<file path="src/rtl/program_counter.sv">
// Program counter with jump, call/return and an optional LIFO return stack.
// Define RETURN_STACK_EN to build the return stack; without it CALL acts as JUMP and RET is ignored.
module program_counter #(
  parameter int WIDTH = 8,
  parameter int DEPTH = 4
) (
  input  logic             CLK,
  input  logic             RESET,
  input  logic             EN,
  input  logic             JUMP,
  input  logic             CALL,
  input  logic             RET,
  input  logic [WIDTH-1:0] TARGET,
  output logic [WIDTH-1:0] PC,
  output logic             FULL,
  output logic             EMPTY,
  output logic             OVERFLOW,
  output logic             UNDERFLOW
);

  logic [WIDTH-1:0] pc_q;
  logic [WIDTH-1:0] pc_inc;

  assign pc_inc = pc_q + WIDTH'(1);
  assign PC     = pc_q;

`ifdef RETURN_STACK_EN
  localparam int PTR_W = (DEPTH > 1) ? $clog2(DEPTH) : 1;

  logic [WIDTH-1:0] stack_mem [DEPTH];
  logic [PTR_W:0]   depth_q;
  logic             full_int;
  logic             empty_int;
  logic             overflow_q;
  logic             underflow_q;
  logic [PTR_W-1:0] push_idx;
  logic [PTR_W-1:0] top_idx;
  logic             do_push;

  assign full_int  = (depth_q == (PTR_W+1)'(DEPTH));
  assign empty_int = (depth_q == '0);
  assign push_idx  = depth_q[PTR_W-1:0];
  assign top_idx   = PTR_W'(depth_q - (PTR_W+1)'(1));
  assign do_push   = !RESET && EN && !RET && CALL && !full_int;

  always_ff @(posedge CLK) begin
    if (RESET) begin
      pc_q        <= '0;
      depth_q     <= '0;
      overflow_q  <= 1'b0;
      underflow_q <= 1'b0;
    end else if (EN) begin
      if (RET) begin
        if (empty_int) begin
          underflow_q <= 1'b1;
        end else begin
          pc_q    <= stack_mem[top_idx];
          depth_q <= depth_q - (PTR_W+1)'(1);
        end
      end else if (CALL) begin
        if (full_int) begin
          overflow_q <= 1'b1;
        end else begin
          pc_q    <= TARGET;
          depth_q <= depth_q + (PTR_W+1)'(1);
        end
      end else if (JUMP) begin
        pc_q <= TARGET;
      end else begin
        pc_q <= pc_inc;
      end
    end
  end

  // Storage needs no reset: entries above depth_q are never read.
  always_ff @(posedge CLK) begin
    if (do_push) begin
      stack_mem[push_idx] <= pc_inc;
    end
  end

  assign FULL      = full_int;
  assign EMPTY     = empty_int;
  assign OVERFLOW  = overflow_q;
  assign UNDERFLOW = underflow_q;
`else
  logic unused_ret;

  assign unused_ret = RET;

  always_ff @(posedge CLK) begin
    if (RESET) begin
      pc_q <= '0;
    end else if (EN) begin
      if (CALL || JUMP) begin
        pc_q <= TARGET;
      end else begin
        pc_q <= pc_inc;
      end
    end
  end

  assign FULL      = 1'b0;
  assign EMPTY     = 1'b1;
  assign OVERFLOW  = 1'b0;
  assign UNDERFLOW = 1'b0;
`endif

endmodule

</file>
<file path="config.mk">
export PLATFORM = sky130hd
export DESIGN_NAME = program_counter
export DESIGN_NICKNAME = d
export VERILOG_FILES = /design/src/rtl/program_counter.sv
export SDC_FILE = /design/constraint.sdc
export NUM_CORES = 1
export LEC_CHECK = 0
export ABC_CLOCK_PERIOD_IN_PS = 1900
export CORE_MARGIN = 8
export CORE_UTILIZATION = 39
export CTS_CLUSTER_DIAMETER = 60
export DETAILED_ROUTE_END_ITERATION = 8
export PLACE_DENSITY = 0.75
export REMOVE_ABC_BUFFERS = 1
export SLEW_MARGIN = 25
export SYNTH_ARGS = -nofsm -noshare
export SYNTH_HDL_FRONTEND = slang
export SYNTH_SLANG_ARGS = --single-unit
</file>
<file path="constraint.sdc">
create_clock -name CLK -period 1.9 [get_ports CLK]
set_input_delay 0.38 -clock CLK [delete_from_list [all_inputs] [get_ports CLK]]
set_output_delay 0.38 -clock CLK [all_outputs]
set_load 0.005 [all_outputs]
</file>
==> results <==
- Ranked by total cell area, the synthesized netlist is headed by dfxtp_1 (29%), a31oi_1 (9.0%), nor2b_1 (5.7%), nand3_1 (5.4%), buf_4 (5.4%).
- STA classifies the critical path startpoint as a primary input.
- Sequential cells were found to cover 29.0% of the synthesized design area.
- The worst-case setup slack after placement is 0.00306 ns.
- The commonest cells after synthesis are a31oi_1 (8), dfxtp_1 (8), nand3_1 (6).
- The worst path arrival time is 1.83 ns.
- The number of clock sinks seen by CTS is 8.
- Of the cells placed in the final design, the portion with a size suffix greater than 1 is 11.5%.
- The clock period could shrink to 1.64 ns.
- The setup check on the worst reg-to-reg path leaves a slack of 0.36 ns.
- The post-synthesis register bit count is 8.
- On the final layout, the worst clock skew is 0.00176 ns.
- The flip-flop count of the largest register, all copies and words added is 8.
- The routed via count is 622.
- The detailed-router iteration count before antenna repair is 6.
- The number of H-tree branching levels is 1.
- The number of antenna violations at the first check in global routing is 0.
- The clock passes through at most 2 buffers.
- The achievable clock frequency is 608 MHz.
- After detailed routing, the number of remaining DRC violations is 0.
- The net count of the finished layout is 113.
- The number of gates resized after CTS was 0.
- The hold path depth is 2.
- The total of hold buffers inserted after clock tree synthesis is 0.
- The first global-routing pass estimated 2550 µm of wire.
- The area growth from synthesis to layout is 46.4%.
- The max-capacitance violation count is 0.
- Of all nets on the critical path, the largest fanout is 8.
- The HPWL after detailed placement is 1200 µm.
- Counting both buffers and inverters, the worst setup path holds a total of 1.
- In the final routed layout, each cell accounts on average for 13.8 µm.
- For this design the static power due to leakage is 0.000291 µW.
- The critical path endpoint category is a register.
- After detailed routing, the number of vias per cell comes to 5.60.
- In this run, synthesis inferred 0 flip-flops with an integrated enable.
- Entering global routing, the biggest net connects 10 pins.
- The synthesized design devotes to its leading area cell type 29.0% of total area.
- The region available for standard cell placement spans 1320 µm².
- The count of buffers added by post-CTS timing repair for setup is 0.
- Power spread over the standard cell area amounts to 542 nW/µm².
- The class of the tightest hold or removal check is register to register.
- The root cell of the clock tree is clkbuf_4.
- Counting every instance in the synthesized netlist gives 71.
- The run finished with clean final reports.
- The setup-violating endpoint count in the final report is 0.
- After synthesis, the mean cell area works out to 7.79 µm².
- The number of diodes added for antenna fixing is 0.
- The initialized floorplan defines 13 standard-cell rows.
- On the worst path, the slowest cell contributes a delay of 0.54 ns.
- Fill cells in the final layout number 121.
- The summed instance area of the synthesized netlist is 553 µm².
- The critical path is of the primary input to register type.
- The global router's overall resource usage is 11.8%.
- The antenna violation net count after detailed routing is 0.
- The hold violation total from the final report is 0.
- For this run, the leading register cell type out of synthesis is dfxtp_1.
- Once routing completed, OpenROAD measured the worst setup slack at 0.256 ns.
- The total routed wirelength is 1530 µm.
- In the finished design, the share of the clock period the worst path needs comes to 86.5%.
- The starting utilization of the core area is 42.0%.
- The number of cells traversed by the worst register-to-register path is 4.
- The number of I/O pins is 26.
- In this run, the number of DRC markers left after iteration 0 of detailed routing was 18.
- The share of synthesized registers carrying an async set or reset is 0%.
- The required time at the endpoint of the critical path is 2.09 ns.
- Setup repair after global routing left no endpoint under its margin.
- The via count of the first global-routing pass came to 612.
- Across the VDD grid, the largest voltage drop is 0.354 mV.
- The height of the die is 53.7 µm.
- Yosys mapped the design onto 29 distinct sky130hd cell types.
- The total count of max-transition violations in the final report is 0.
- The slowest stage of the critical path is the or4b_1 cell.
- For this run the aggregate overflow at the end of global routing stands at 0.
- In this run the critical register-to-register path is captured at PC[4].
- Clock tree synthesis inserted a total of 3 buffers.
- The hold path startpoint is PC[1].
- In the final timing run, aggregate negative setup slack is 0 ns.
- Traced cell by cell, the critical path runs through clkdlybuf4s50_1 -> or2_1 -> or4b_1 -> a31oi_1.
- After clock tree synthesis, the clock-pin slew on the worst setup and hold paths is 0.06 ns.
- The width of the die is 53.7 µm.
- The cell class contributing the biggest share of worst-path delay is simple AND/OR/NAND/NOR gates.
- The floorplan step defined a die boundary enclosing 2880 µm².
- Input and output buffers added on the ports amount to 20.
- TritonCTS built the clock tree.
- The worst-case hold path end point is PC[1].
- At the later pin of the worst-skew pair, clock insertion delay measures 0.25 ns.
- The Yosys step of the flow raised 0 warnings.
- Routability-driven placement finished with a final weighted congestion of 0.790.
- The largest area contributor in the synthesized netlist is dfxtp_1.
- The beginning of the worst register-to-register path is PC[0].
[power by group]
part	switching, µW	internal (µW)
Combinational	42.2	68.8
Sequential	15.8	179
Clock	60.0	72.4
[cells by family (layout without fill, tap and decap cells)]
group | count (synthesis) | count (layout) | share of synthesized area (%)
other | 2 | 4 | 1.36
AOI/OAI and AO/OA | 19 | 19 | 23.1
DFF | 8 | 8 | 29.0
buffers and inverters | 9 | 32 | 10.2
adders and majority gates | 1 | 1 | 2.26
and+or+nand+nor | 32 | 32 | 34.2
[stage by stage]
stage	std cells	util, %	instance area (µm²)	power, µW	hold slack [ns]
finish	111	61.4	810	438	0.543
global route	111	61.4	810	472	0.582
CTS	111	61.4	810	443	0.543
detailed placement	108	59.7	787	309	0.531
global placement	108	59.7	787	307	0.520
floorplan	65	-	508	230	0.449
[tightest hold or removal path, stage by stage, from the launching register on]
cell and delay [ns]:
dfxtp_1 0.35, nor2_1 0.10, a311oi_1 0.05
[cell usage in the layout (no fill, tap or decap), types with 2 or more instances in the layout]
cell type,count
nor2b_1,5
nand2_1,5
dfxtp_1,8
conb_1,4
a21oi_1,2
nor2_1,3
a31oi_1,8
or4_1,2
nand3_1,6
clkbuf_4,3
or4b_1,2
nand2b_1,2
o211ai_1,3
buf_4,8
clkdlybuf4s50_1,20
nor3_1,2
[area by class of cell]
cell class                 instances  area [µm²]  area share [%]
tap                               15        18.8            2.32
inverter                           1        3.75           0.464
timing repair buffer              28         260            32.1
sequential                         8         160            19.8
clock buffer                       3        22.5            2.78
multi-input combinational         56         344            42.5
[per-layer routing]
metal / up-vias / track usage (%) / wire (µm) / part of all wire, %
met2: 29 / 18.0 / 698 / 46
met4: 0 / 3.78 / 0 / 0
met3: 0 / 6.34 / 135 / 8.8
met1: 280 / 13.9 / 699 / 46
met5: - / 0 / 0 / 0
li1: 313 / - / - / -
[how the worst max path moves through the flow]
stage | startpoint | end | slack [ns] | depth (start not counted)
global placement | JUMP | PC[3] | 0.02 | 4
detailed placement | JUMP | PC[3] | 0.003 | 4
floorplan | PC[0] | PC[4] | 0.48 | 4
global route | PC[2] | PC[2] | 0.21 | 1
CTS | PC[2] | PC[2] | 0.25 | 1
finish | JUMP | PC[3] | 0.26 | 4
Note: power is estimated with default switching activity, not from simulation.
==> RTL change, RTL diff (same flow settings) <==
The parameter `WIDTH` goes from 8 to 9.
--- a/src/rtl/program_counter.sv
+++ b/src/rtl/program_counter.sv
@@ -3,3 +3,3 @@
 module program_counter #(
-  parameter int WIDTH = 8,
+  parameter int WIDTH = 9,
   parameter int DEPTH = 4
Interface: changed (resized PC and TARGET); port bits go from 26 to 28. The function was not compared with the original's and may differ.
==> RTL change against the original RTL <==
Setup slack better by 4.7 ps; design area up 12%; total power grew 12%; sequential power rose by 12%; clock skew is 2.3 ps higher; wire length rose by 13%; sequential cell count grew 1; synthesized area is 14% higher; largest power group unchanged; highest routed layer is now met4.
==> RTL change: results (changes against the original RTL) <==
detailed_routing:
  dr.pass1.iters: 4  # was 6
  wl_um: 1720  # was 1530 um
  via_count: 709  # was 622
yosys:
  ys_seq_area_share_pct: 28.7  # was 29.0%
  synth_cell_type_count: 36  # was 29
  synthTopCellsByArea: "dfxtp_1 (29%), a31oi_1 (5.0%), buf_4 (4.8%), nand2_1 (4.8%), nand3_1 (4.0%)"  # was dfxtp_1 (29%), a31oi_1 (9.0%), nor2b_1 (5.7%), nand3_1 (5.4%), buf_4 (5.4%)
  syn_inst: 82  # was 71
placed_design:
  post-place-ws_ps: -3.50  # was 3.06 ps
  dp.cells: 122  # was 108
  io_buffers: 22  # was 20
  dpl.hpwl_um: 1350  # was 1200 um
  gp_congestion: 0.759  # was 0.790
setup_path:
  crit_fanout: 4  # was 8
pwr:
  p_leak_uw: 0.000347  # was 0.000291 uW
  ir_drop_mv: 0.327  # was 0.354 mV
min_path:
  hp-start: "PC[2]"  # was PC[1]
finish:
  largest_reg_flops: 9  # was 8
  diodes: 0  # unchanged
  fin_cells: 126  # was 111
clock_network:
  clockBufferDepth: 2  # unchanged
global_route:
  first_global_vias: 640  # was 612
  grt.met3_usage_pct: 4.34  # was 6.34%
  grt_usage_pct: 11.0  # was 11.8%
  grt_max_degree: 13  # was 10
  grt_use_met1_pct: 12.1  # was 13.9%
  grt_first_pass_wirelength_um: 2900  # was 2550 um
  antenna_found_initial: 0  # unchanged
  use_met2_pct: 17.3  # was 18.0%
sta:
  fin_skew_ps: 4.02  # was 1.76 ps
status:
  status: "completed"  # unchanged
[RTL change: cell count changes in the layout (fill, tap and decap cells not counted), moves of 3 or more]
cell     unedited run  this run
a31oi_1             8         5
inv_1               1         4
nand2_1             5         8
o22ai_1             0         3
[RTL change: power by group]
part           total (uW)  switching, uW  leakage, uW  internal, uW
Sequential            218           16.6    0.0000742           201
Combinational         125           48.6     0.000258          76.7
Clock                 150           68.6    0.0000150          81.0
Total                 493            134     0.000347           359
[RTL change: kinds of logic after synthesis]
group | synth area share, %
adder cells (fa/ha/maj) | 1.99
AND/OR/NAND/NOR | 30.5
AO/OA/AOI/OAI | 26.7
flip-flops | 28.7
buffers and inverters | 11.0
other | 1.20
[RTL change: stage by stage]
stage | util (%) | TNS, ps | cell area [um^2]
2_1_floorplan | - | 0 | 582
3_3_place_gp | 58.6 | 0 | 882
3_5_place_dp | 58.6 | -3.50 | 882
4_1_cts | 60.3 | 0 | 908
5_1_grt | 60.3 | 0 | 908
6_report | 60.3 | 0 | 908
[RTL change: worst paths after layout]
| kind | endpoint | slack [ps] | cells after the start |
|---|---|---|---|
| max | PC[3] | 260 | 4 |
| min | PC[2] | 540 | 2 |
| max reg2reg | PC[6] | 340 | 4 |
| min reg2reg | PC[2] | 540 | 2 |
[RTL change: layout make-up]
| class | instances | area, um^2 |
|---|---|---|
| fill | 144 | 598 |
| multi-input combinational | 63 | 387 |
| timing repair buffer | 30 | 280 |
| sequential | 9 | 180 |
| clock buffer | 4 | 26.3 |
| tap | 16 | 20.0 |
| inverter | 4 | 15.0 |
[RTL change: routing by layer]
metal	part of all wire [%]	vias up
met2	47	25
li1	-	352
met4	2.8	0
met5	0	-
met3	5.7	6
met1	44	326
[RTL change: worst max-delay path: stages]
cell and delay, ps:
clkdlybuf4s50_1 460, or2_1 300, or4b_1 510, a31oi_1 180
